**config.mk**
```make
export PLATFORM = sky130hd
export DESIGN_NAME = usbfs_in_arb
export DESIGN_NICKNAME = d
export VERILOG_FILES = /design/src/rtl/usbfs_in_arb.sv
export SDC_FILE = /design/constraint.sdc
export NUM_CORES = 1
export LEC_CHECK = 0
export ABC_AREA = 1
export BUFFER_PORTS_ARGS = -buffer_cell sky130_fd_sc_hd__buf_2
export CAP_MARGIN = 25
export CORE_ASPECT_RATIO = 0.7
export CORE_MARGIN = 5
export CORE_UTILIZATION = 38
export CTS_CLUSTER_DIAMETER = 60
export CTS_CLUSTER_SIZE = 24
export DETAILED_ROUTE_END_ITERATION = 7
export GPL_ROUTABILITY_DRIVEN = 0
export GPL_TIMING_DRIVEN = 0
export PLACE_DENSITY = 0.8
export SYNTH_ARGS = -nofsm -noshare
export SYNTH_HDL_FRONTEND = slang
export SYNTH_SLANG_ARGS = --single-unit
```
**constraint.sdc**
```tcl
create_clock -name i_clk -period 1.87 [get_ports i_clk]
set_clock_uncertainty 0.05 [all_clocks]
set_input_delay 0.0935 -clock i_clk [delete_from_list [all_inputs] [get_ports i_clk]]
set_output_delay 0.0935 -clock i_clk [all_outputs]
set_load 0.01 [all_outputs]
```
**src/rtl/usbfs_in_arb.sv**
```systemverilog
// Shares the USB FS transactor's single IN transmit path among N_ENDP IN endpoints:
// per-token DATA/NAK/STALL decision, write-buffer mux during SEND, DATA0/1 toggle tracking.
module usbfs_in_arb #(
  parameter int unsigned N_ENDP  = 4,
  parameter int unsigned MAX_PKT = 8,
  localparam int unsigned IDX_W  = $clog2(MAX_PKT)
) (
  input  logic                      i_clk,
  input  logic                      i_rstn,
  input  logic                      i_tokenValid,
  input  logic [3:0]                i_tokenEndp,
  input  logic                      i_txAccepted,
  input  logic                      i_txDone,
  input  logic                      i_hostAck,
  input  logic                      i_timeout,
  input  logic [N_ENDP-1:0]         i_clrToggle,
  output logic                      o_respData,
  output logic                      o_respNak,
  output logic                      o_respStall,
  output logic                      o_dataPid1,
  output logic                      o_busy,
  output logic                      o_wrEn,
  output logic [IDX_W-1:0]          o_wrIdx,
  output logic [7:0]                o_wrByte,
  output logic [N_ENDP-1:0]         o_etReady,
  output logic [N_ENDP-1:0]         o_etTxAccepted,
  input  logic [N_ENDP-1:0]         i_etValid,
  input  logic [N_ENDP-1:0]         i_etStall,
  input  logic [N_ENDP-1:0]         i_etWrEn,
  input  logic [N_ENDP*IDX_W-1:0]   i_etWrIdx,
  input  logic [N_ENDP*8-1:0]       i_etWrByte
);

  typedef enum logic [1:0] {
    IDLE    = 2'd0,
    RESP    = 2'd1,
    SEND    = 2'd2,
    WAIT_HS = 2'd3
  } state_t;

  state_t              state, state_d;
  logic [3:0]          sel, sel_d;
  logic [N_ENDP-1:0]   toggle, toggle_d;

  // One-hot decode of sel; all zero when the token addressed a nonexistent endpoint.
  logic [N_ENDP-1:0]   sel_oh;
  logic                sel_stall;
  logic                sel_valid;
  logic                sel_toggle;
  logic                sel_wr_en;
  logic [IDX_W-1:0]    sel_wr_idx;
  logic [7:0]          sel_wr_byte;
  logic                ep_ok;

  always_comb begin
    sel_oh      = '0;
    sel_stall   = 1'b0;
    sel_valid   = 1'b0;
    sel_toggle  = 1'b0;
    sel_wr_en   = 1'b0;
    sel_wr_idx  = '0;
    sel_wr_byte = '0;
    for (int k = 0; k < int'(N_ENDP); k++) begin
      if (sel == 4'(k)) begin
        sel_oh[k]   = 1'b1;
        sel_stall   = i_etStall[k];
        sel_valid   = i_etValid[k];
        sel_toggle  = toggle[k];
        sel_wr_en   = i_etWrEn[k];
        sel_wr_idx  = i_etWrIdx[k*IDX_W +: IDX_W];
        sel_wr_byte = i_etWrByte[k*8 +: 8];
      end
    end
    ep_ok = |sel_oh;
  end

  // State, endpoint select and toggle registers.
  always_ff @(posedge i_clk or negedge i_rstn) begin
    if (!i_rstn) begin
      state  <= IDLE;
      sel    <= 4'd0;
      toggle <= '0;
    end else begin
      state  <= state_d;
      sel    <= sel_d;
      toggle <= toggle_d;
    end
  end

  // Next-state and output decode; responses and pulses follow the current state directly.
  always_comb begin
    state_d        = state;
    sel_d          = sel;
    toggle_d       = toggle;
    o_respData     = 1'b0;
    o_respNak      = 1'b0;
    o_respStall    = 1'b0;
    o_dataPid1     = 1'b0;
    o_busy         = (state != IDLE);
    o_wrEn         = 1'b0;
    o_wrIdx        = '0;
    o_wrByte       = '0;
    o_etReady      = '0;
    o_etTxAccepted = '0;

    unique case (state)
      IDLE: begin
        if (i_tokenValid) begin
          sel_d   = i_tokenEndp;
          state_d = RESP;
        end
      end
      RESP: begin
        if (!ep_ok || sel_stall) begin
          o_respStall = 1'b1;
          state_d     = IDLE;
        end else if (sel_valid) begin
          o_respData  = 1'b1;
          o_dataPid1  = sel_toggle;
          state_d     = SEND;
        end else begin
          o_respNak   = 1'b1;
          state_d     = IDLE;
        end
      end
      SEND: begin
        o_dataPid1     = sel_toggle;
        o_wrEn         = sel_wr_en;
        o_wrIdx        = sel_wr_idx;
        o_wrByte       = sel_wr_byte;
        o_etTxAccepted = i_txAccepted ? sel_oh : '0;
        // An aborted packet leaves the toggle alone so the retry reuses the PID.
        if (i_timeout) begin
          state_d = IDLE;
        end else if (i_txDone) begin
          state_d = WAIT_HS;
        end
      end
      WAIT_HS: begin
        if (i_hostAck) begin
          o_etReady = sel_oh;
          toggle_d  = toggle ^ sel_oh;
          state_d   = IDLE;
        end else if (i_timeout) begin
          state_d = IDLE;
        end
      end
      default: begin
        state_d = IDLE;
      end
    endcase

    // Toggle clear overrides any ACK flip in the same cycle.
    toggle_d = toggle_d & ~i_clrToggle;
  end

endmodule

```
Word level (Yosys, flattened, before mapping):

Cells that the tools add are included.

* equal/unequal tests: 9
* mux-type cells: 56
* bitwise gates (word level): 3
* reductions and logical operators: 8

Operator list (count)
* $mux 8: 5
* $mux 1: 31
* $mux 4: 6
* $mux 3: 5
* $mux 2: 7
* $eq 4x2->1 const B: 2
* $pmux 2 s4: 1
* $ne 3x3->1 const B: 2
* $and 4x4->4: 1
* $eq 2x2->1 const B: 2
* $eq 4x1->1 const B: 1
* $logic_not 4->1: 1
* $not 4->4: 1
* $reduce_or 4->1: 1
* $xor 4x4->4: 1
* $reduce_and 3->1: 1
* $eq 2x1->1 const B: 1
* $logic_not 2->1: 1
* $ne 2x2->1 const B: 1
* $pmux 1 s2: 1
* $reduce_and 2->1: 1
* $reduce_bool 2->1: 1
* $logic_not 1->1: 1
* $logic_or 1x1->1: 1

* bits in registers: 10
* input bits: 71
* output and inout bits: 25
* word-level logic and storage cells: 79

Longest topological paths before layout:

* depth in word-level cells: 8
* gate-level depth with buffers: 11
* gate-level depth less buffers: 11

Worst setup path before layout:

No wires, ideal clock.

* kind: register to output
* start point: register sel[0]
* end point: output o_dataPid1
* arrival time: 1.484 ns
* required time: 1.727 ns
* path slack: 0.242 ns
* stages on the path, launching flop included: 12
* path buffers: 1
* cell sequence: dfrtp_1 nor2_1 nand2_1 inv_2 buf_4 ha_1 inv_1 nand2_1 o211ai_1 nand3_1 nand3_1 nor2_1

* cells in the longest elaborated chain, start to end: 8
* elaborated cells between the ends (all ways): 26
* those cells by class: 3 x eq/ne; 19 x mux; 4 x reduce/logical

RTL lines
* start: declaration: RTL line 42 `logic [3:0] sel, sel_d;`
* start signal: assignment: RTL line 85 `sel <= sel_d;`
* $logic_not 4->1: RTL line 64 `if (sel == 4'(k)) begin`
* $mux 1 (4 in a row): RTL line 64
* $mux 1 or $logic_or 1x1->1 (tied branches): RTL line 117, 114
* $mux 1: RTL line 114 `if (!ep_ok || sel_stall) begin`
* $pmux 1 s2 *: RTL line 106 `unique case (state)`
* end: declaration: RTL line 20 `output logic o_dataPid1,`

Every way passes the cells marked *; elsewhere a longest branch is shown, timed or not.

Final worst setup path:

* start point: register sel[3]
* end point: output o_wrByte[0]

* cells in the longest elaborated chain, start to end: 6
* elaborated cells between the ends (all ways): 9
* those cells by class: 3 x eq/ne; 5 x mux; 1 x reduce/logical

RTL lines
* $logic_not 4->1: RTL line 64
* $mux 8 (3 in a row): RTL line 64
* $mux 8 *: RTL line 64
* $mux 8 *: RTL line 106
* end: declaration: RTL line 24 `output logic [7:0] o_wrByte,`

Marks and branches as above.

==> metrics.txt <==
clk buf depth=2; worst reg2reg path startpoint=sel[3]; Final Critical Period=between 1.5 and 2 ns; GRT Total Usage=0.201; TritonRoute pass-1 iters=5; H-tree depth=1; Final Hold Vio Count=0; Worst-Skew Late Latency=~0.24 ns; final core occ=0.717; die height=around 55 microns; Max Cap Viol=0; Finish-stage setup viols=6; Starting Density=0.395; GR Overflow Total=0; RSZ-0062 raised after global routing=yes; Worst Tran Pin Value=~0.32 ns; Post-DP HPWL=3440 microns; wire length per cell=15.4 microns; Layout Cell Area excl Fill=roughly 2000 sq um; r2r setup slk=approximately 0.34 ns; first-pass GRT wire length=roughly 6200 microns; layout cells sized above 1=0.492; period utilization=1.02; number of diodes=0; post-route ant nets=0; post-route total power=roughly 1.7 mW; clock-pin slew on the worst setup and hold paths=0.05 ns; final worst setup slack=-0.0459 ns; Startpoint Class=flop; number of DRC markers in iteration 0=about 140; Core Region=between 2000 and 3000 sq um; critical path endpoint=o_wrByte[0]; VDD IR-drop max=slightly above 0.6 mV; placed instance area=about 1600 sq um; via count=approximately 1.8k; initial antenna violation count=0; Critical Path RT=approximately 1.7 ns; CP max FO=10; Synth top cells by count=nand2_1, nor2_1, inv_1; Max Slew Vio Count=0; dominant cell type by area after synthesis=dfrtp_1; Layout Nets=373; filler instances=around 240; Yosys cell types=24; Die Area=4110 sq um; post-synth top area share=0.226; sequential fraction of the synthesis area=0.226; yosys warns=0; Async S/R FF share, synth=1.00; Seq cells post-synth=10; Final Routed Wirelength=between 5000 and 6000 microns; CTS Root Cell=clkbuf_8; clock buffer count from CTS=3; RR Endpoint=toggle[3]; violated checks=negative setup slack; cell count after synthesis=roughly 180; Area growth syn-to-layout=81.8%; syn_area_per_cell=~6.2 sq um; mapped cell area=~1100 sq um; Worst Setup Path Type=reg2out; number of global-route vias before repair=1290; clk sinks=10; # IOs=96; vias per cell=around 5.3; number of flops mapped to enable cells by yosys=0; largest net degree at the start of global routing=13; count leader, synth=nand2_1; PwrDens=just over 800 nW/um^2; Die W=roughly 74 microns; Relative slew margins=0.788; status=finished with violations; nature of the critical path endpoint=primary output; CTS tree=built; Cell Rows=16; Reg2Reg Depth=9; synth top area cells=dfrtp_1, nand2_1, nor2_1; CP Data Arrival Time=roughly 1.8 ns; drt drc=0; syn nets=roughly 260; number of port buffers=95; Pleak=1.03 nW; Worst Setup SP=sel[3]; achievable clock frequency=522 MHz; hold crit path type=in2reg; top_reg_cell synth=dfrtp_1
==> logic make-up after synthesis <==
logic type	share of synthesized area
simple gates	0.374
compound gates	0.222
buf+inv	0.110
fa+ha+maj	0.0679
flops	0.226
==> worst max-delay path, cell delays in order (launching register included) <==
cell	delay, ns
dfrtp_1	0.40
nor2_4	0.16
buf_6	0.15
nand2_1	0.13
buf_6	0.19
a311oi_2	0.31
buf_2	0.19
==> how the worst min path moves through the flow <==
stage,from,end,slack (ns),cells past startpoint
after floorplan,i_rstn,sel[0],-0.25,0
after global placement,i_rstn,toggle[2],-0.09,1
after detailed placement,i_rstn,toggle[2],-0.09,1
after CTS,i_tokenEndp[2],sel[2],0.05,3
after global routing,i_tokenEndp[2],sel[2],0.07,3
final,i_tokenEndp[3],sel[3],0.05,3
==> power breakdown <==
group | switching (mW) | total (mW) | internal (mW)
clock | 0.0864 | 0.272 | 0.185
sequential | 0.0566 | 0.328 | 0.271
combinational | 0.611 | 1.06 | 0.449
total | 0.754 | 1.66 | 0.906
==> layer usage <==
| metal | GRT usage | share of wire | routed length, microns |
|---|---|---|---|
| met1 | 0.297 | 0.37 | 1900 |
| met2 | 0.296 | 0.49 | 2500 |
| met3 | 0.0397 | 0.11 | 549 |
| met4 | 0.0592 | 0.028 | 145 |
| met5 | 0 | 0 | 0 |
==> stage by stage <==
step / setup WS [ns] / instances / setup TNS [ns] / hold slack [ns]
global placement: -0.0234 / 310 / -0.0234 / -0.0907
floorplan: 0.242 / 179 / 0 / -0.252
global route: -0.133 / 331 / -0.705 / 0.0715
CTS: 0.000291 / 325 / 0 / 0.0459
finish: -0.0459 / 331 / -0.127 / 0.0506
detailed placement: -0.0303 / 310 / -0.0303 / -0.0895
==> cell usage in the layout (no fill, tap or decap), drive strengths merged, types with 5 or more instances in the layout <==
master	instances
o21ai	10
nor2	35
a31oi	6
o221ai	7
a21oi	5
nand2	50
buf	112
inv	20
dlygate4sd3	5
a311oi	6
dfrtp	10
clkbuf	5
ha	6
nand3	14
==> flip-flops by register name, indices dropped and copies added, names as in the netlist <==
| signal | cells |
|---|---|
| state | 2 |
| sel | 4 |
| toggle | 4 |
==> area by class of cell <==
type,instances,area [sq um],area share
multi-input cells,142,842,0.419
repair buffers,113,668,0.332
flip-flops and latches,10,250,0.124
inverters,21,85.1,0.0423
plain buffers,5,65.1,0.0324
clock buffers,4,55.1,0.0274
well taps,36,45.0,0.0224
==> repair_timing <==
action | in CTS | in global routing
gates cloned | 1 | 1
setup endpoints to repair | 14 | 15
hold buffers | 5 | 0
pin swaps | 5 | 15
endpoints found under the hold margin | 14 | 0
buffers inserted | 6 | 5
resized for setup | 16 | 29
Power figures use the tool's default switching activity.
